[src/rtl/multicycle_control_unit_pkg.sv]
// Shared opcode, state and datapath-select encodings for the multi-cycle control unit.
package multicycle_control_unit_pkg;

    localparam logic [3:0] OpBne = 4'd0;
    localparam logic [3:0] OpBeq = 4'd1;
    localparam logic [3:0] OpAdi = 4'd4;
    localparam logic [3:0] OpOri = 4'd5;
    localparam logic [3:0] OpLhi = 4'd6;
    localparam logic [3:0] OpLwd = 4'd7;
    localparam logic [3:0] OpSwd = 4'd8;
    localparam logic [3:0] OpJmp = 4'd9;
    localparam logic [3:0] OpJal = 4'd10;
    localparam logic [3:0] OpHlt = 4'd11;
    localparam logic [3:0] OpAlu = 4'd15;

    localparam logic [2:0] StIf   = 3'd0;
    localparam logic [2:0] StId   = 3'd1;
    localparam logic [2:0] StEx   = 3'd2;
    localparam logic [2:0] StMem  = 3'd3;
    localparam logic [2:0] StWb   = 3'd4;
    localparam logic [2:0] StHalt = 3'd5;
    localparam logic [2:0] StErr  = 3'd6;

    localparam logic [1:0] PcSrcNext   = 2'b00;
    localparam logic [1:0] PcSrcJump   = 2'b01;
    localparam logic [1:0] PcSrcBranch = 2'b10;

    localparam logic [1:0] AluSrcReg  = 2'b00;
    localparam logic [1:0] AluSrcSext = 2'b01;
    localparam logic [1:0] AluSrcZext = 2'b10;

    localparam logic [1:0] WbSrcAlu = 2'b00;
    localparam logic [1:0] WbSrcMem = 2'b01;
    localparam logic [1:0] WbSrcPc  = 2'b10;

    localparam logic [2:0] AluAdd = 3'b000;
    localparam logic [2:0] AluSub = 3'b001;
    localparam logic [2:0] AluOr  = 3'b011;
    localparam logic [2:0] AluLhi = 3'b110;

    typedef struct packed {
        logic       mem_read;
        logic       mem_write;
        logic       i_or_d;
        logic       ir_write;
        logic       pc_write;
        logic [1:0] pc_src;
        logic       reg_write;
        logic       reg_dst;
        logic [1:0] alu_src;
        logic [2:0] alu_ctrl;
        logic [1:0] wb_src;
        logic       lhi;
        logic       inst_done;
        logic       mem_timeout;
        logic       halted;
    } mcu_ctrl_t;

    // Opcodes that continue past ID into an execute cycle.
    function automatic logic needs_ex(logic [3:0] op);
        unique case (op)
            OpAlu, OpAdi, OpOri, OpLhi, OpLwd, OpSwd, OpBne, OpBeq, OpJal: needs_ex = 1'b1;
            default:                                                      needs_ex = 1'b0;
        endcase
    endfunction

endpackage

[src/rtl/multicycle_control_unit_wait_counter.sv]
// Memory-wait counter: counts consecutive stalled cycles, clears otherwise, saturates.
module multicycle_control_unit_wait_counter #(
    parameter int unsigned MEM_TIMEOUT = 15
) (
    input  logic clk_i,
    input  logic reset_n_i,
    input  logic inc_i,
    output logic expired_o
);

    logic [7:0] cnt_q, cnt_d;

    always_comb begin
        cnt_d = 8'd0;
        if (inc_i) begin
            cnt_d = (cnt_q == 8'hff) ? cnt_q : cnt_q + 8'd1;
        end
    end

    always_ff @(posedge clk_i or negedge reset_n_i) begin
        if (!reset_n_i) begin
            cnt_q <= 8'd0;
        end else begin
            cnt_q <= cnt_d;
        end
    end

    // True on the stalled cycle that would be the MEM_TIMEOUT-th consecutive wait.
    assign expired_o = 32'(cnt_q) >= (MEM_TIMEOUT - 32'd1);

endmodule

[src/rtl/multicycle_control_unit.sv]
// Multi-cycle control FSM: IF/ID/EX/MEM/WB sequencing with memory handshake and timeout.
module multicycle_control_unit
    import multicycle_control_unit_pkg::*;
#(
    parameter int unsigned WORD_SIZE   = 16,
    parameter int unsigned ALU_CTRL_W  = 3,
    parameter int unsigned MEM_TIMEOUT = 15
) (
    input  logic                  clk_i,
    input  logic                  reset_n_i,
    input  logic [WORD_SIZE-1:0]  inst_i,
    input  logic                  alu_zero_i,
    input  logic                  mem_ready_i,
    output logic                  mem_read_o,
    output logic                  mem_write_o,
    output logic                  i_or_d_o,
    output logic                  ir_write_o,
    output logic                  pc_write_o,
    output logic [1:0]            pc_src_o,
    output logic                  reg_write_o,
    output logic                  reg_dst_o,
    output logic [1:0]            alu_src_o,
    output logic [ALU_CTRL_W-1:0] alu_control_o,
    output logic [1:0]            wb_src_o,
    output logic                  lhi_o,
    output logic                  inst_done_o,
    output logic                  mem_timeout_o,
    output logic                  halted_o
);

    logic [2:0] state_q, state_d;
    logic       run_q;
    logic [3:0] opcode;
    logic       stall, expired;
    mcu_ctrl_t  ctrl;
    logic       unused_inst;

    assign opcode      = inst_i[WORD_SIZE-1 -: 4];
    assign unused_inst = ^inst_i[WORD_SIZE-5:3];
    assign stall       = run_q && !mem_ready_i && (state_q == StIf || state_q == StMem);

    multicycle_control_unit_wait_counter #(
        .MEM_TIMEOUT (MEM_TIMEOUT)
    ) u_wait_counter (
        .clk_i     (clk_i),
        .reset_n_i (reset_n_i),
        .inc_i     (stall),
        .expired_o (expired)
    );

    always_comb begin
        state_d = state_q;
        if (run_q) begin
            unique case (state_q)
                StIf: begin
                    if (mem_ready_i)  state_d = StId;
                    else if (expired) state_d = StErr;
                end
                StId: begin
                    if (opcode == OpHlt)       state_d = StHalt;
                    else if (needs_ex(opcode)) state_d = StEx;
                    else                       state_d = StIf;
                end
                StEx: begin
                    unique case (opcode)
                        OpLwd, OpSwd:               state_d = StMem;
                        OpAlu, OpAdi, OpOri, OpLhi: state_d = StWb;
                        default:                    state_d = StIf;
                    endcase
                end
                StMem: begin
                    if (mem_ready_i)  state_d = (opcode == OpLwd) ? StWb : StIf;
                    else if (expired) state_d = StErr;
                end
                StWb:    state_d = StIf;
                StHalt:  state_d = StHalt;
                default: state_d = StErr;
            endcase
        end
    end

    // run_q keeps every output low until the first edge after reset release.
    always_ff @(posedge clk_i or negedge reset_n_i) begin
        if (!reset_n_i) begin
            state_q <= StIf;
            run_q   <= 1'b0;
        end else begin
            state_q <= state_d;
            run_q   <= 1'b1;
        end
    end

    always_comb begin
        ctrl = '0;
        if (run_q) begin
            unique case (state_q)
                StIf: begin
                    ctrl.mem_read = 1'b1;
                    if (mem_ready_i) begin
                        ctrl.ir_write = 1'b1;
                        ctrl.pc_write = 1'b1;
                        ctrl.pc_src   = PcSrcNext;
                    end
                end
                StId: begin
                    if (opcode == OpJmp) begin
                        ctrl.pc_write  = 1'b1;
                        ctrl.pc_src    = PcSrcJump;
                        ctrl.inst_done = 1'b1;
                    end else if (opcode == OpHlt) begin
                        ctrl.halted    = 1'b1;
                        ctrl.inst_done = 1'b1;
                    end else if (!needs_ex(opcode)) begin
                        ctrl.inst_done = 1'b1;
                    end
                end
                StEx: begin
                    unique case (opcode)
                        OpAlu: begin
                            ctrl.alu_ctrl = inst_i[2:0];
                            ctrl.alu_src  = AluSrcReg;
                        end
                        OpAdi, OpLwd, OpSwd: begin
                            ctrl.alu_ctrl = AluAdd;
                            ctrl.alu_src  = AluSrcSext;
                        end
                        OpOri: begin
                            ctrl.alu_ctrl = AluOr;
                            ctrl.alu_src  = AluSrcZext;
                        end
                        OpLhi: begin
                            ctrl.alu_ctrl = AluLhi;
                            ctrl.alu_src  = AluSrcZext;
                        end
                        OpBne, OpBeq: begin
                            ctrl.alu_ctrl  = AluSub;
                            ctrl.inst_done = 1'b1;
                            if ((opcode == OpBeq) == alu_zero_i) begin
                                ctrl.pc_write = 1'b1;
                                ctrl.pc_src   = PcSrcBranch;
                            end
                        end
                        OpJal: begin
                            ctrl.reg_write = 1'b1;
                            ctrl.wb_src    = WbSrcPc;
                            ctrl.pc_write  = 1'b1;
                            ctrl.pc_src    = PcSrcJump;
                            ctrl.inst_done = 1'b1;
                        end
                        default: ;
                    endcase
                end
                StMem: begin
                    ctrl.i_or_d    = 1'b1;
                    ctrl.mem_read  = (opcode == OpLwd);
                    ctrl.mem_write = (opcode == OpSwd);
                    ctrl.inst_done = mem_ready_i && (opcode == OpSwd);
                end
                StWb: begin
                    ctrl.reg_write = 1'b1;
                    ctrl.wb_src    = (opcode == OpLwd) ? WbSrcMem : WbSrcAlu;
                    ctrl.reg_dst   = (opcode == OpAlu);
                    ctrl.lhi       = (opcode == OpLhi);
                    ctrl.inst_done = 1'b1;
                end
                StHalt:  ctrl.halted      = 1'b1;
                default: ctrl.mem_timeout = 1'b1;
            endcase
        end
    end

    assign mem_read_o    = ctrl.mem_read;
    assign mem_write_o   = ctrl.mem_write;
    assign i_or_d_o      = ctrl.i_or_d;
    assign ir_write_o    = ctrl.ir_write;
    assign pc_write_o    = ctrl.pc_write;
    assign pc_src_o      = ctrl.pc_src;
    assign reg_write_o   = ctrl.reg_write;
    assign reg_dst_o     = ctrl.reg_dst;
    assign alu_src_o     = ctrl.alu_src;
    assign alu_control_o = ALU_CTRL_W'(ctrl.alu_ctrl);
    assign wb_src_o      = ctrl.wb_src;
    assign lhi_o         = ctrl.lhi;
    assign inst_done_o   = ctrl.inst_done;
    assign mem_timeout_o = ctrl.mem_timeout;
    assign halted_o      = ctrl.halted;

endmodule

[config.mk]
export PLATFORM = sky130hd
export DESIGN_NAME = multicycle_control_unit
export DESIGN_NICKNAME = d
export VERILOG_FILES = /design/src/rtl/multicycle_control_unit_pkg.sv /design/src/rtl/multicycle_control_unit_wait_counter.sv /design/src/rtl/multicycle_control_unit.sv
export SDC_FILE = /design/constraint.sdc
export NUM_CORES = 1
export LEC_CHECK = 0
export CELL_PAD_IN_SITES_DETAIL_PLACEMENT = 1
export CELL_PAD_IN_SITES_GLOBAL_PLACEMENT = 2
export CORE_UTILIZATION = 24
export DETAILED_ROUTE_END_ITERATION = 10
export GPL_TIMING_DRIVEN = 0
export PLACE_DENSITY_LB_ADDON = 0.25
export SYNTH_ARGS = -nofsm -noshare
export SYNTH_HDL_FRONTEND = slang
export SYNTH_SLANG_ARGS = --single-unit
[constraint.sdc]
create_clock -name clk_i -period 2.3 [get_ports clk_i]
set_input_delay 0.69 -clock clk_i [delete_from_list [all_inputs] [get_ports clk_i]]
set_output_delay 0.69 -clock clk_i [all_outputs]
set_load 0.02 [all_outputs]
==> results by group, run 1 <==
Logic synthesis
  • YS warnings: 0
  • Post-synthesis cell count: 160
  • Syn avg cell area: 7.33 µm²
  • Unique masters post-synth: 45
  • Ys flop type: dfrtp_1
  • Netlist Area Pre-Place: 0.00117 mm²
  • Post-Syn Nets: 182
  • Synth Register Bits: 12
  • Post-synthesis sequential area ratio: 25.6%
  • Asr flop ratio synth: 100%
  • Post-synth EDFFs: 0

STA
  • Fin Clk Skew: 0.00179 ns
  • Endpoints failing setup: 9
  • Slew margin rel.: 61.4%
  • Worst slew pin tran: 0.578 ns
  • Final Hold Vio Count: 0
  • Final Max Slew Viols: 0
  • Fin Hold WS: 0.571 ns
  • Peak Freq: 391 MHz
  • Post-route setup TNS: -1.27 ns
  • Crit share post-route: 111%
  • Min cycle time layout: 2.56 ns
  • Worst setup margin: -0.260 ns
  • RSZ-0062 raised after global routing: yes

Global route
  • Initial antenna violation count: 0
  • Grt ovf: 0
  • First-pass GRT wire length: 7290 µm
  • Largest net degree at the start of global routing: 13
  • GRT Total Usage: 17.7%
  • Number of global-route vias before repair: 1452

Detailed routing
  • Final routed DRC violation total: 0
  • Drt first pass iters: 4
  • Drt total wl: 4510 µm
  • Vias/cell: 5.05
  • Via count: 1414
  • Wire per inst: 16.1 µm
  • Initial drt markers: 100
  • Antenna Violating Nets Remaining: 0

Placed design
  • Dpl ws: -1.19 ns
  • Dpl hpwl: 2890 µm
  • GPL Wtd Cong: 0.839
  • IO Port Bufs: 29

Power and ir drop
  • PD cells: 662 mW/mm²
  • Total power: 1360 µW
  • P_leak: 0.000885 µW
  • Peak supply drop: 209 µV

Worst setup path
  • Crit Path Category: in -> out
  • R2R depth: 6
  • Crit-path max FO: 3
  • Arrival @ worst endpoint: 1.87 ns
  • Critical R2R Launch: u_wait_counter.cnt_q[1]
  • R2R Setup Slk: 0.62 ns
  • Worst Setup End Kind: primary output
  • RR Endpoint: u_wait_counter.cnt_q[2]
  • Critical Path RT: 1.61 ns
  • Crit start category: input pin

Clock tree
  • Hold_buf cts: 0
  • Sink Count: 12
  • Worst-Skew Late Latency: 0.24 ns
  • Clock root buffer: clkbuf_8
  • Clk slew on worst S/H paths: 0.05 ns
  • Clock Tree Buf Depth: 2
  • Total CTS buffers: 3
  • CTS tree: done
  • H-Tree Depth: 1

Cells and area
  • Share of layout cells above drive strength 1: 46.9%
  • Area delta synth->final: 74.6%
  • N_diodes: 0
  • Nets: 236
  • Final core utilization: 43.3%

Status
  • Status: finished with violations
  • Violated checks: setup timing

Floorplanning
  • CORE AREA: 0.00472 mm²
  • Chip Height: 71.9 µm
  • FP Rows: 25
  • Initial Utilization: 24.8%
  • Io pins: 40
  • Die X: 71.9 µm
  • DIE AREA: 0.00517 mm²

Run
  • Max-cap viol count: 0

Min path
  • Min-delay src: u_wait_counter.cnt_q[5]
  • Hold WC Path Type: reg -> reg
  • Worst hold stages: 1
  • Hold EP: u_wait_counter.cnt_q[5]
flip-flops by register name, summed over array words and instances (netlist names):
signal and flops:
run_q 1, u_wait_counter.cnt_q 8, state_q 3
worst max-delay path, stage by stage:
cell	delay, ns
buf_8	0.10
buf_6	0.11
buf_6	0.11
nor4_4	0.28
nand2_2	0.12
o21ai_1	0.16
a21o_1	0.17
buf_6	0.13
how the worst max path moves through the flow:
stage / from / to / slack (ns) / cells past startpoint
after CTS: inst_i[13] / pc_write_o / -0.19 / 8
after global placement: inst_i[13] / inst_done_o / -1.17 / 6
final: inst_i[13] / pc_write_o / -0.26 / 8
after floorplan: inst_i[15] / lhi_o / -0.02 / 4
after global routing: inst_i[13] / pc_write_o / -0.30 / 8
after detailed placement: inst_i[13] / inst_done_o / -1.19 / 6
cells in the final DEF, fill, tap and decap left out, types with 3 or more instances in the layout:
master | netlist | routed
nor3_2 | 1 | 3
buf_6 | 1 | 18
xnor2_1 | 3 | 3
nor2_4 | 0 | 3
nor2_1 | 26 | 20
nand2_1 | 11 | 10
o21ai_1 | 1 | 6
nand3_1 | 10 | 7
a21oi_1 | 7 | 3
buf_4 | 0 | 22
inv_1 | 7 | 6
nand2b_1 | 8 | 3
buf_2 | 8 | 3
clkbuf_4 | 0 | 3
a21oi_2 | 0 | 4
buf_8 | 0 | 3
dfrtp_1 | 12 | 12
nor2_2 | 0 | 3
nand2b_4 | 0 | 4
and3_1 | 3 | 3
clkbuf_8 | 0 | 4
dlygate4sd2_1 | 0 | 4
kinds of logic after synthesis:
group / share of synthesized area [%]
AND/OR/NAND/NOR: 37.4
AO/OA/AOI/OAI: 19.7
buffers and inverters: 7.58
flip-flops: 25.6
XOR/XNOR: 3.74
multiplexers: 3.52
adder cells (fa/ha/maj): 2.13
other: 0.320
synthesized netlist by cell type, types with 3 or more instances:
cell type	number	share of area, %
clkbuf_1	3	0.96
o21ai_0	6	2.6
and3_1	3	1.6
nand2b_1	8	4.3
nand3_1	10	4.3
a211oi_1	3	1.9
xnor2_1	3	2.2
nor2_1	26	8.3
buf_2	8	3.4
nor4_1	3	1.6
dfrtp_1	12	26
nor3_1	5	2.1
mux2i_1	3	2.6
inv_1	7	2.2
nand2_1	11	3.5
a21oi_1	7	3.0
nor2b_1	3	1.6
metrics by stage:
step / instances / cell area, µm²
CTS: 276 / 1910
finish: 280 / 2050
global placement: 256 / 1630
global route: 280 / 2050
detailed placement: 256 / 1630
floorplan: 160 / 1260
layout make-up:
cell class,count,area (µm²)
Sequential cell,12,300
Tap cell,67,83.8
Multi-Input combinational cell,129,1010
Fill cell,568,2680
Clock buffer,4,55.1
Buffer,11,119
Inverter,7,30.0
Timing Repair Buffer,50,452
report_power, final:
part	total [µW]	switching, µW	internal [µW]
registers	274	30.9	243
logic	851	478	373
clock network	230	78.7	151
total	1360	588	768
per-layer routing:
layer | vias up | share of wire (%) | track usage (%)
met2 | 33 | 49 | 29.0
met3 | 4 | 3.0 | 2.64
met5 | - | 0 | 0
li1 | 675 | - | -
met1 | 702 | 47 | 25.2
met4 | 0 | 0.89 | 2.83
repair_timing:
action,4_1_cts,5_1_grt
setup buffers,16,7
pin swaps,16,14
endpoints found under the setup margin,20,16
gates resized for setup,146,38
Power figures use the tool's default switching activity.
==> run 2, diff against run 1 <==
--- a/config.mk
+++ b/config.mk
@@ -9,8 +9,10 @@
 export CELL_PAD_IN_SITES_GLOBAL_PLACEMENT = 2
 export CORE_UTILIZATION = 24
 export DETAILED_ROUTE_END_ITERATION = 10
+export GPL_ROUTABILITY_DRIVEN = 0
 export GPL_TIMING_DRIVEN = 0
 export PLACE_DENSITY_LB_ADDON = 0.25
+export REMOVE_ABC_BUFFERS = 1
 export SYNTH_ARGS = -nofsm -noshare
 export SYNTH_HDL_FRONTEND = slang
 export SYNTH_SLANG_ARGS = --single-unit
==> results by group, run 2 (synthesis results as in run 1) <==
Worst setup path
  • WP buf/inv: 2 (-2)
  • Critical Path RT: 1.61 ns (about the same)
  • Max incr delay on CP: 0.40 ns (+0.12 ns)
  • Crit Path Category: in -> out
  • Crit start category: input pin
  • Arrival @ worst endpoint: 1.74 ns (-0.13 ns)
  • CP max stage cell: or3b_4
  • Worst Setup End Kind: primary output
  • Crit-path max FO: 7 (+4)
  • CP top delay family: simple AND/OR/NAND/NOR gates
  • Critical-path cell list: buf_12 > or3b_4 > o2111ai_2 > o22a_1 > o32ai_2 > buf_4

Placed design
  • DP Area: 0.00149 mm² (-8.5%)
  • IO Port Bufs: 30 (+3.4%)
  • Placed cells: 245 (-4.3%)
  • Dpl ws: -1.34 ns (-0.156 ns)
  • Dpl hpwl: 2730 µm (-5.5%)

Detailed routing
  • Vias/cell: 5.03 (-0.40%)
  • Final routed DRC violation total: 0 (unchanged)
  • Drt first pass iters: 4 (unchanged)
  • Initial drt markers: 29 (-71%)
  • Antenna Violating Nets Remaining: 0 (unchanged)
  • Drt total wl: 4110 µm (-8.9%)
  • Via count: 1353 (-4.3%)
  • Wire per inst: 15.3 µm (-5.1%)

Cells and area
  • Fin area: 0.00183 mm² (-11%)
  • Area delta synth->final: 56.2%
  • Largest regs: u_wait_counter.cnt_q (8), state_q (3), run_q (1)
  • Commonest cells after routing, fill and taps aside: nor2_1, buf_4, nand2_1
  • Largest register by flop count: u_wait_counter.cnt_q
  • Final Non-Filler Cells: 269 (-3.9%)
  • N_diodes: 0 (unchanged)
  • Nets: 225 (-4.7%)
  • Share of layout cells above drive strength 1: 38.6% (-8.3 points)
  • Max reg flops: 8 (unchanged)

Power and ir drop
  • Sequential power share: 22.9% (+2.7 points)
  • Clock power frac: 18.1% (+1.1 points)
  • Peak supply drop: 299 µV (+43%)
  • Switch share: 41.5% (-1.8 points)
  • Pint: 777 µW (+1.2%)
  • Sw Pwr: 552 µW (-6.1%)
  • P_leak: 0.000792 µW (-10%)
  • Combinational power share: 59.0% (-3.8 points)
  • PD cells: 725 mW/mm² (+9.5%)

Floorplanning
  • Chip Height: 71.9 µm (unchanged)
  • DIE AREA: 0.00517 mm² (unchanged)
  • Initial Utilization: 24.8% (unchanged)
  • Io pins: 40 (unchanged)
  • Die X: 71.9 µm (unchanged)
  • FP Rows: 25 (unchanged)
  • CORE AREA: 0.00472 mm² (unchanged)

STA
  • Peak Freq: 412 MHz (+5.6%)
  • Worst slew pin tran: 0.600 ns (+0.0224 ns)
  • Endpoints failing setup: 5 (-4)
  • Fin Clk Skew: 0.00138 ns (-0.000409 ns)
  • Crit share post-route: 105% (-5.9 points)
  • Final Max Slew Viols: 0 (unchanged)
  • Fin Hold WS: 0.565 ns (-0.00613 ns)
  • Worst setup margin: -0.125 ns (+0.135 ns)
  • Post-route setup TNS: -0.318 ns (+0.949 ns)
  • Min cycle time layout: 2.43 ns (-0.135 ns)
  • RSZ-0062 raised after global routing: yes
  • Final Hold Vio Count: 0 (unchanged)
  • Slew margin rel.: 59.9% (-1.5 points)

Clock tree
  • Sink Count: 12 (unchanged)
  • Clock root buffer: clkbuf_8
  • Clk slew on worst S/H paths: 0.06 ns (about the same)
  • H-Tree Depth: 1 (unchanged)
  • Hold_buf cts: 0 (unchanged)
  • Total CTS buffers: 3 (unchanged)
  • Clock Tree Buf Depth: 2 (unchanged)
  • Worst-Skew Late Latency: 0.25 ns (about the same)
  • CTS tree: done

Global route
  • Initial antenna violation count: 0 (unchanged)
  • Number of global-route vias before repair: 1278 (-12%)
  • First-pass GRT wire length: 6270 µm (-14%)
  • GRT Total Usage: 15.4% (-2.3 points)
  • Largest net degree at the start of global routing: 20 (+7)
  • Grt ovf: 0 (unchanged)

Min path
  • Hold WC Path Type: reg -> reg

Status
  • Violated checks: setup timing
  • Status: finished with violations

Run
  • Max-cap viol count: 0 (unchanged)
## run 2: cell count changes in the layout (fill, tap and decap cells not counted), moves of 3 or more
| cell | previous run | this run |
|---|---|---|
| clkbuf_4 | 3 | 0 |
| buf_2 | 3 | 6 |
| a21oi_1 | 3 | 6 |
| a21oi_2 | 4 | 1 |
| buf_6 | 18 | 4 |
| dfrtp_1 | 12 | 8 |
| dfrtp_2 | 0 | 4 |
## run 2: worst reg2reg max path, stage by stage, from the launching register on
cell,delay [ns]
dfrtp_1,0.45
ha_1,0.26
nand4_2,0.18
or2_1,0.34
and3_1,0.22
nor3_2,0.13
## run 2: what timing repair did
action	in CTS	in global routing
resized for setup	128	36
pin swaps	7	8
setup endpoints to repair	21	17
setup buffers	7	13
## run 2: metrics by stage
stage / utilization (%) / total power (µW)
after global placement: 31.6 / 808
after detailed placement: 31.6 / 819
after CTS: 34.4 / 1170
final: 38.8 / 1330
after floorplan: - / 624
after global routing: 38.8 / 1410
## run 2: routing by layer
layer | global-route usage, % | share of wire (%)
met1 | 20.3 | 45
met5 | 0 | 0
met4 | 4.79 | 0.83
met2 | 26.5 | 52
met3 | 1.81 | 2.2
## run 2: layout make-up
type	count	area, µm²
sequential	12	305
multi-input combinational	129	915
timing repair buffer	50	443
clock buffer	4	55.1
fill	561	2890
inverter	7	30.0
tap	67	83.8
## run 2: final timing paths
path                                    startpoint                      end  slack, ns  cells past startpoint
min in group asynchronous                reset_n_i  u_wait_counter.cnt_q[4]       0.82                      1
setup reg to reg           u_wait_counter.cnt_q[1]  u_wait_counter.cnt_q[2]       0.65                      5
hold / removal             u_wait_counter.cnt_q[5]  u_wait_counter.cnt_q[5]       0.56                      1
setup / recovery                        inst_i[14]              inst_done_o      -0.13                      6
hold reg to reg            u_wait_counter.cnt_q[5]  u_wait_counter.cnt_q[5]       0.56                      1
max in group asynchronous                reset_n_i               state_q[2]       1.05                      1
## run 2: power groups by stage
stage	clock (µW)	sequential [µW]	combinational [µW]
floorplan	0	309	315
global placement	0	338	470
detailed placement	0	338	481
CTS	247	310	611
global route	254	311	844
finish	240	305	784
